--- src/rtl/alu_pkg.sv ---
// Shared ALU constants: serial-adder FSM encoding, default datapath width
// and the helper that sizes the serial bit counter.
package alu_pkg;

  localparam int ALU_WIDTH = 32;

  typedef enum logic [1:0] {
    IDLE = 2'b00,
    RUN  = 2'b01,
    FIN  = 2'b10
  } add_state_e;

  typedef enum logic [1:0] {
    ALU_ADD = 2'b00,
    ALU_SUB = 2'b01,
    ALU_AND = 2'b10,
    ALU_OR  = 2'b11
  } alu_op_e;

  // Bit counter must be able to represent 0..width.
  function automatic int cnt_width(input int width);
    return $clog2(width + 1);
  endfunction

  localparam int ADD_CNT_W = cnt_width(ALU_WIDTH);

endpackage

--- src/rtl/serial_adder32_full_adder.sv ---
// One-bit full-adder cell; the additive counterpart of fullsubtractor
// (Bout, Diff, A, B, Bin) with the same port ordering.
module full_Adder (
  output logic c_out,
  output logic Sum,
  input  logic A,
  input  logic B,
  input  logic c_in
);

  assign Sum   = A ^ B ^ c_in;
  assign c_out = (A & B) | (c_in & (A ^ B));

endmodule

--- src/rtl/serial_adder32.sv ---
// Bit-serial adder: one full-adder cell processes one bit per cycle,
// LSB first, and results are held from the done pulse until the next start.
module serial_adder32
  import alu_pkg::*;
#(
  parameter int WIDTH = ALU_WIDTH
) (
  input  logic             clk,
  input  logic             rst_n,
  input  logic             start,
  input  logic [WIDTH-1:0] a,
  input  logic [WIDTH-1:0] b,
  output logic             busy,
  output logic             done,
  output logic [WIDTH-1:0] sum,
  output logic             cout,
  output logic             ovf,
  output logic             zero
);

  localparam int CNT_W = cnt_width(WIDTH);

  add_state_e       state, state_next;
  logic [WIDTH-1:0] a_sh, b_sh;
  logic [CNT_W-1:0] cnt;
  logic             carry;
  logic             cell_sum, cell_cout;
  logic             last_bit;
  logic [WIDTH-1:0] sum_shifted;

  full_Adder u_cell (
    .c_out (cell_cout),
    .Sum   (cell_sum),
    .A     (a_sh[0]),
    .B     (b_sh[0]),
    .c_in  (carry)
  );

  assign last_bit    = (cnt == CNT_W'(WIDTH - 1));
  assign sum_shifted = {cell_sum, sum[WIDTH-1:1]};

  // NOTE: sequential state uses non-blocking assignments so every register
  // samples pre-edge values regardless of statement order.
  always_ff @(posedge clk) begin
    if (!rst_n) state <= IDLE;
    else        state <= state_next;
  end

  // NOTE: default assignment first keeps this block purely combinational
  // (no latch) for any state/input combination.
  always_comb begin
    state_next = state;
    unique case (state)
      IDLE:    if (start)    state_next = RUN;
      RUN:     if (last_bit) state_next = FIN;
      FIN:                   state_next = IDLE;
      default:               state_next = IDLE;
    endcase
  end

  always_comb begin
    busy = (state != IDLE);
  end

  always_ff @(posedge clk) begin
    if (!rst_n) begin
      a_sh  <= '0;
      b_sh  <= '0;
      cnt   <= '0;
      carry <= 1'b0;
      sum   <= '0;
      cout  <= 1'b0;
      ovf   <= 1'b0;
      zero  <= 1'b0;
      done  <= 1'b0;
    end else begin
      // done trails FIN by one register stage, so a reset during FIN kills it.
      done <= (state == FIN);
      case (state)
        IDLE: begin
          if (start) begin
            a_sh  <= a;
            b_sh  <= b;
            cnt   <= '0;
            carry <= 1'b0;
          end
        end
        RUN: begin
          a_sh  <= a_sh >> 1;
          b_sh  <= b_sh >> 1;
          sum   <= sum_shifted;
          carry <= cell_cout;
          cnt   <= cnt + CNT_W'(1);
          if (last_bit) begin
            cout <= cell_cout;
            ovf  <= carry ^ cell_cout;
            zero <= (sum_shifted == '0);
          end
        end
        default: ;
      endcase
    end
  end

endmodule

--- config.mk ---
export PLATFORM = sky130hd
export DESIGN_NAME = serial_adder32
export DESIGN_NICKNAME = d
export VERILOG_FILES = /design/src/rtl/alu_pkg.sv /design/src/rtl/serial_adder32_full_adder.sv /design/src/rtl/serial_adder32.sv
export SDC_FILE = /design/constraint.sdc
export NUM_CORES = 1
export LEC_CHECK = 0
export CAP_MARGIN = 30
export CORE_UTILIZATION = 46
export DETAILED_ROUTE_END_ITERATION = 10
export GPL_ROUTABILITY_DRIVEN = 0
export PLACE_DENSITY = 0.76
export SLEW_MARGIN = 40
export SYNTH_ARGS = -nofsm -noshare
export SYNTH_HDL_FRONTEND = slang
export SYNTH_SLANG_ARGS = --single-unit
--- constraint.sdc ---
create_clock -name clk -period 1.7 [get_ports clk]
set_input_delay 0.51 -clock clk [delete_from_list [all_inputs] [get_ports clk]]
set_output_delay 0.51 -clock clk [all_outputs]
set_load 0.005 [all_outputs]
=== Yosys cells after proc, flatten, opt, wreduce, memory -nomap -nowiden ===
Index checks and enable logic that the tools add are counted.

* Add/subtract/negate cells: 1
* Equality and inequality tests: 5
* Multiplexer cells: 11
* Bitwise gates (word level): 6
* Reductions and logical operators: 7

{| class="wikitable"
|+ Operator list
! operator !! number
|-
| 32-bit one-hot mux with 2 select lines || 2
|-
| 32-bit two-way mux || 2
|-
| 32-bit zero test || 1
|-
| 6-bit one-hot mux with 2 select lines || 1
|-
| 6-bit by 1-bit adder with 6-bit output (second input constant) || 1
|-
| 6-bit by 5-bit == test with 1-bit output (second input constant) || 1
|-
| 6-bit two-way mux || 1
|-
| 2-bit AND reduction || 3
|-
| 2-bit two-way mux || 2
|-
| 2-bit != test (second input constant) || 2
|-
| 2-bit one-hot mux with 2 select lines || 1
|-
| 2-bit nonzero test || 2
|-
| 1-bit bitwise XOR || 3
|-
| 1-bit bitwise AND || 2
|-
| 2-bit by 1-bit == test with 1-bit output (second input constant) || 1
|-
| 2-bit == test (second input constant) || 1
|-
| 2-bit zero test || 1
|-
| 1-bit one-hot mux with 2 select lines || 1
|-
| 1-bit two-way mux || 1
|-
| 1-bit OR || 1
|}

* Bits in registers: 109
* Input port bits: 67
* Output and inout bits: 37
* Logic and storage cells: 40

=== Logic depth before layout (Yosys ltp) ===
* Depth after elaboration: 4
* Depth in mapped cells: 7
* Depth with buffers taken out: 6

=== Modules after synthesis ===
Synthesis repeated with hierarchy kept, for this count alone.

* Cell total of the unflattened synthesis: 536
* Area, all modules: 4,759.6 sq um

{| class="wikitable"
|+ Modules (own cells, without submodules)
! module !! instances !! cells each !! area each (sq um) !! seq. area each (sq um)
|-
| serial_adder32 || 1 || 535 || 4,739.5 || 2,182.1
|-
| full_Adder || 1 || 1 || 20.0 || 0.0
|}

=== Least setup slack after synthesis ===
OpenSTA, ideal clock, no wires.

* Path type: reg2out
* From: register state[1]
* To: output busy
* Data arrival time: 1.113 ns
* Data required time: 1.190 ns
* Slack: 0.077 ns
* Cell stages (with the launch flop): 5
* Buffers on the path: 3
* Cells stage by stage: dfxtp_1 -> buf_6 -> clkbuf_1 -> clkbuf_1 -> or2_2

* Word-level cells in the longest chain between the ends: 1

{| class="wikitable"
|+ RTL lines
! element !! line !! RTL
|-
| start: declaration || serial_adder32.sv:23 || <nowiki>add_state_e state, state_next;</nowiki>
|-
| start signal: assignment || serial_adder32.sv:46 || <nowiki>else state <= state_next;</nowiki>
|-
| 2-bit nonzero test || serial_adder32.sv:62 || <nowiki>busy = (state != IDLE);</nowiki>
|-
| end: declaration || serial_adder32.sv:13 || <nowiki>output logic busy,</nowiki>
|}

No other way between the ends.

=== Worst setup path in the final report ===
* From: register state[1]
* To: register a_sh[30]

* Word-level cells in the longest chain between the ends: 3
* Elaborated cells on any way between the ends: 6
* Those cells by class: eq/ne (2); mux (1); reduce/logical (3)

{| class="wikitable"
|+ RTL lines
! element !! line !! RTL
|-
| 2-bit by 1-bit == test with 1-bit output or 2-bit zero test (tied branches) || serial_adder32.sv:79 || <nowiki>case (state)</nowiki>
|-
| 2-bit nonzero test (no source line) or 2-bit != test (tied branches) || -- ||
|-
| 2-bit AND reduction (no source line) || -- ||
|-
| end signal: assignment || serial_adder32.sv:89 || <nowiki>a_sh <= a_sh >> 1;</nowiki>
|-
| end: declaration || serial_adder32.sv:24 || <nowiki>logic [WIDTH-1:0] a_sh, b_sh;</nowiki>
|}

Parallel ways exist; a longest one is shown, timed or not.
A chain may end at the register's enable or synchronous reset.

==> qor.csv <==
metric,value,unit
syn_nets,631,
ctsLongestPathBuffers,2,
worstHoldPathType,reg2reg,
die_height,105,um
post_synth_edffs,0,
dominant_combinational_cell_family_by_area_after_synthesis,compound AO/OA/AOI/OAI gates,
portBuffers,103,
crit_arrival,1.90,ns
cts_made_buffers,9,
globalRouteMet1Util,27.3,%
detail_route.wl_per_cell,15.1,um
min_delay_path_depth,2,
synth_sequential_area_ratio,44.3,%
drt_via_density,5.53,
first_global_vias,4289,
core_area,0.0104,mm^2
cp_num_cells,5,
numClockSinks,109,
chipWidth,105,um
power_per_cell_area,851,mW/mm^2
cts_htree_levels,3,
final_area,0.00654,mm^2
dp_hpwl,7540,um
tightestPinTransition,0.365,ns
synth_simple_gate_area_share,22.2,%
setup_viol,0,
critical_path_required,1.96,ns
setup_repair_after_global_routing_missed_its_margin,yes,
worst-r2r-cell-count,5,
top_level_i_o_count,104,
worst_case_vdd_ir_drop,573,uV
synth_common_cells,"sky130_fd_sc_hd__dfxtp_1 (109), sky130_fd_sc_hd__nand2_1 (74), sky130_fd_sc_hd__nor2_1 (60), sky130_fd_sc_hd__nor2b_1 (60)",
grt_use_met3,5.75,%
detail_route.drc_violations,0,
min_period,1.65,ns
yosysWarnings,0,
grt-ovfl-total,0,
initial_antenna_violation_count,0,
synth_compound_gate_area_share,27.0,%
clockRootBuffer,sky130_fd_sc_hd__clkbuf_8,
initialDrtViolationCount,183,
buf_inv_on_cp,2,
adder_cell_fraction_of_synth_area,0.660,%
grt_pass1_wl,19900,um
globalRouteMet2Util,37.2,%
critical_path.max_stage_delay,0.45,ns
cp-start-kind,register,
post-synth-top-count-cell,sky130_fd_sc_hd__dfxtp_1,
route.vias.total,4477,
routed_wire_length,12200,um
design.die.area,0.0111,mm^2
finalHoldViolations,0,
endpoint_kind,register,
synth-async-reset-ratio,0,%
finalCritPeriodShare,96.8,%
yosys.area.top_type,sky130_fd_sc_hd__dfxtp_1,
final_net_count,738,
synth_top_flop_cell,sky130_fd_sc_hd__dfxtp_1,
placed_area,0.00609,mm^2
initial_utilization,47.5,%
post_synth_inst_count,562,
worst-path-max-fanout,61,
cp_slowest_cell,sky130_fd_sc_hd__or2_2,
yosys.area.top_type_share,44.3,%
max_freq,608,MHz
relative_area_change_from_synthesis_to_final_layout,32.8,%
syn-mean-instance-area,8.77,um^2
cp_cell_sequence,buf_4 -> buf_12 -> or2_2 -> a22o_1 -> a22o_1,
final.fill_count,927,
crit_path_frequent_cell,sky130_fd_sc_hd__a22o_1,
yosys.cell_types.count,37,
timing.final.max_slew_violations,0,
clock_latency,0.37,ns
final_layout_size_suffix_gt1_share,24.8,%
power.total,0.00556,W
synth_area_leaders,"sky130_fd_sc_hd__dfxtp_1 (44%), sky130_fd_sc_hd__o221a_2 (13%), sky130_fd_sc_hd__nor2b_1 (7.6%)",
largest_net_degree_at_the_start_of_global_routing,66,
clkTransAtPathRegs,0.10,ns
muxShareOfSynthArea,0.406,%
synthXorXnorAreaFrac,0.178,%
worst_slew_margin_rel,75.5,%
cellLeakagePower,2.76,nW
critical-path-top-delay-family,simple AND/OR/NAND/NOR gates,
ys_seq_elements,109,
skew,0.0164,ns
count_of_antenna_diodes_in_the_layout,0,
run_status,finished clean,
drtPass1Iterations,5,
groute.usage.overall,21.9,%
grt_busiest_layer,met2,
num_rows,37,
synth_area,0.00493,mm^2
tritoncts,built,
setup.worst_path.class,reg2reg,
maximum_capacitance_violations,0,
antenna_left,0,
## final cells by class
type                       instances  area (um^2)  area share (%)
multi-input combinational        395         2510            38.3
sequential                       109         2230            34.2
timing repair buffer             151         1400            21.5
tap                              136          170            2.60
clock buffer                      10          138            2.10
clock inverter                     6         76.3            1.17
inverter                           3         11.3           0.172
## through the flow
| stage | std cells | TNS, ns | worst slack, ns | hold WS (ns) | utilization, % |
|---|---|---|---|---|---|
| floorplan | 562 | 0 | 0.0766 | 0.430 | - |
| global placement | 764 | 0 | 0.0754 | 0.441 | 58.7 |
| detailed placement | 764 | 0 | 0.0370 | 0.452 | 58.7 |
| CTS | 808 | -0.0217 | -0.0217 | 0.465 | 62.8 |
| global route | 810 | -0.0821 | -0.0512 | 0.480 | 63.1 |
| finish | 810 | 0 | 0.0548 | 0.463 | 63.1 |
## per-layer routing
metal / wire length [um] / part of all wire, %
met2: 5820 / 48
met5: 0 / 0
met1: 5550 / 45
met4: 118 / 0.97
met3: 716 / 5.9
## worst paths after layout
path / start / endpoint / slack (ns)
setup / recovery: state[1] / a_sh[30] / 0.05
hold / removal: a_sh[22] / a_sh[21] / 0.46
setup reg to reg: state[1] / a_sh[30] / 0.05
hold reg to reg: a_sh[22] / a_sh[21] / 0.46
## report_power, final
part           switching [W]  internal, W
registers          0.0000978      0.00273
clock network       0.000917     0.000752
logic               0.000493     0.000571
total                0.00151      0.00406
## worst min-delay path, cell delays in order (launching register included)
cell,delay [ns]
sky130_fd_sc_hd__dfxtp_1,0.33
sky130_fd_sc_hd__nand3_1,0.06
sky130_fd_sc_hd__nand2_1,0.04
## cell usage in the layout (no fill, tap or decap), types with 2 or more instances in the layout
cell	netlist	final
sky130_fd_sc_hd__nand2_1	74	74
sky130_fd_sc_hd__dfxtp_1	109	73
sky130_fd_sc_hd__clkdlybuf4s50_1	0	64
sky130_fd_sc_hd__nor2_1	60	59
sky130_fd_sc_hd__nor2b_1	60	59
sky130_fd_sc_hd__a21oi_1	55	55
sky130_fd_sc_hd__o221a_2	55	55
sky130_fd_sc_hd__buf_4	1	43
sky130_fd_sc_hd__dlygate4sd2_1	0	35
sky130_fd_sc_hd__dfxtp_2	0	33
sky130_fd_sc_hd__a21boi_0	32	32
sky130_fd_sc_hd__clkbuf_8	0	10
sky130_fd_sc_hd__a22o_1	8	8
sky130_fd_sc_hd__nand3_1	8	8
sky130_fd_sc_hd__nor4_1	7	7
sky130_fd_sc_hd__o211a_1	5	5
sky130_fd_sc_hd__buf_12	0	5
sky130_fd_sc_hd__a32oi_1	3	3
sky130_fd_sc_hd__inv_6	0	3
sky130_fd_sc_hd__dfxtp_4	0	3
sky130_fd_sc_hd__or2_2	2	2
sky130_fd_sc_hd__inv_1	3	2
sky130_fd_sc_hd__o21ai_0	3	2
sky130_fd_sc_hd__a22oi_1	2	2
sky130_fd_sc_hd__nor3_1	2	2
sky130_fd_sc_hd__mux2i_1	2	2
sky130_fd_sc_hd__and4_1	2	2
## state kept, by name, summed over array words and instances (netlist names)
name and count:
a_sh 32, b_sh 32, carry 1, cnt 6, cout 1, done 1
ovf 1, state 2, sum 32, zero 1
## cells by family (layout without fill, tap and decap cells)
family,after synthesis,after routing
muxes,2,2
xor gates and xnor gates,1,1
AOI/OAI and AO/OA,165,165
buffers and inverters,58,170
adders and majority gates,2,2
and+or+nand+nor,225,225
DFF,109,109
## repair_timing
action / 4_1_cts / 5_1_grt
gates resized for setup: 71 / 9
hold buffers: 0 / 0
setup buffers: 28 / 2
endpoints found under the setup margin: 36 / 46
pin swaps: 0 / 1
No activity file was read; power rests on OpenSTA's default activity.
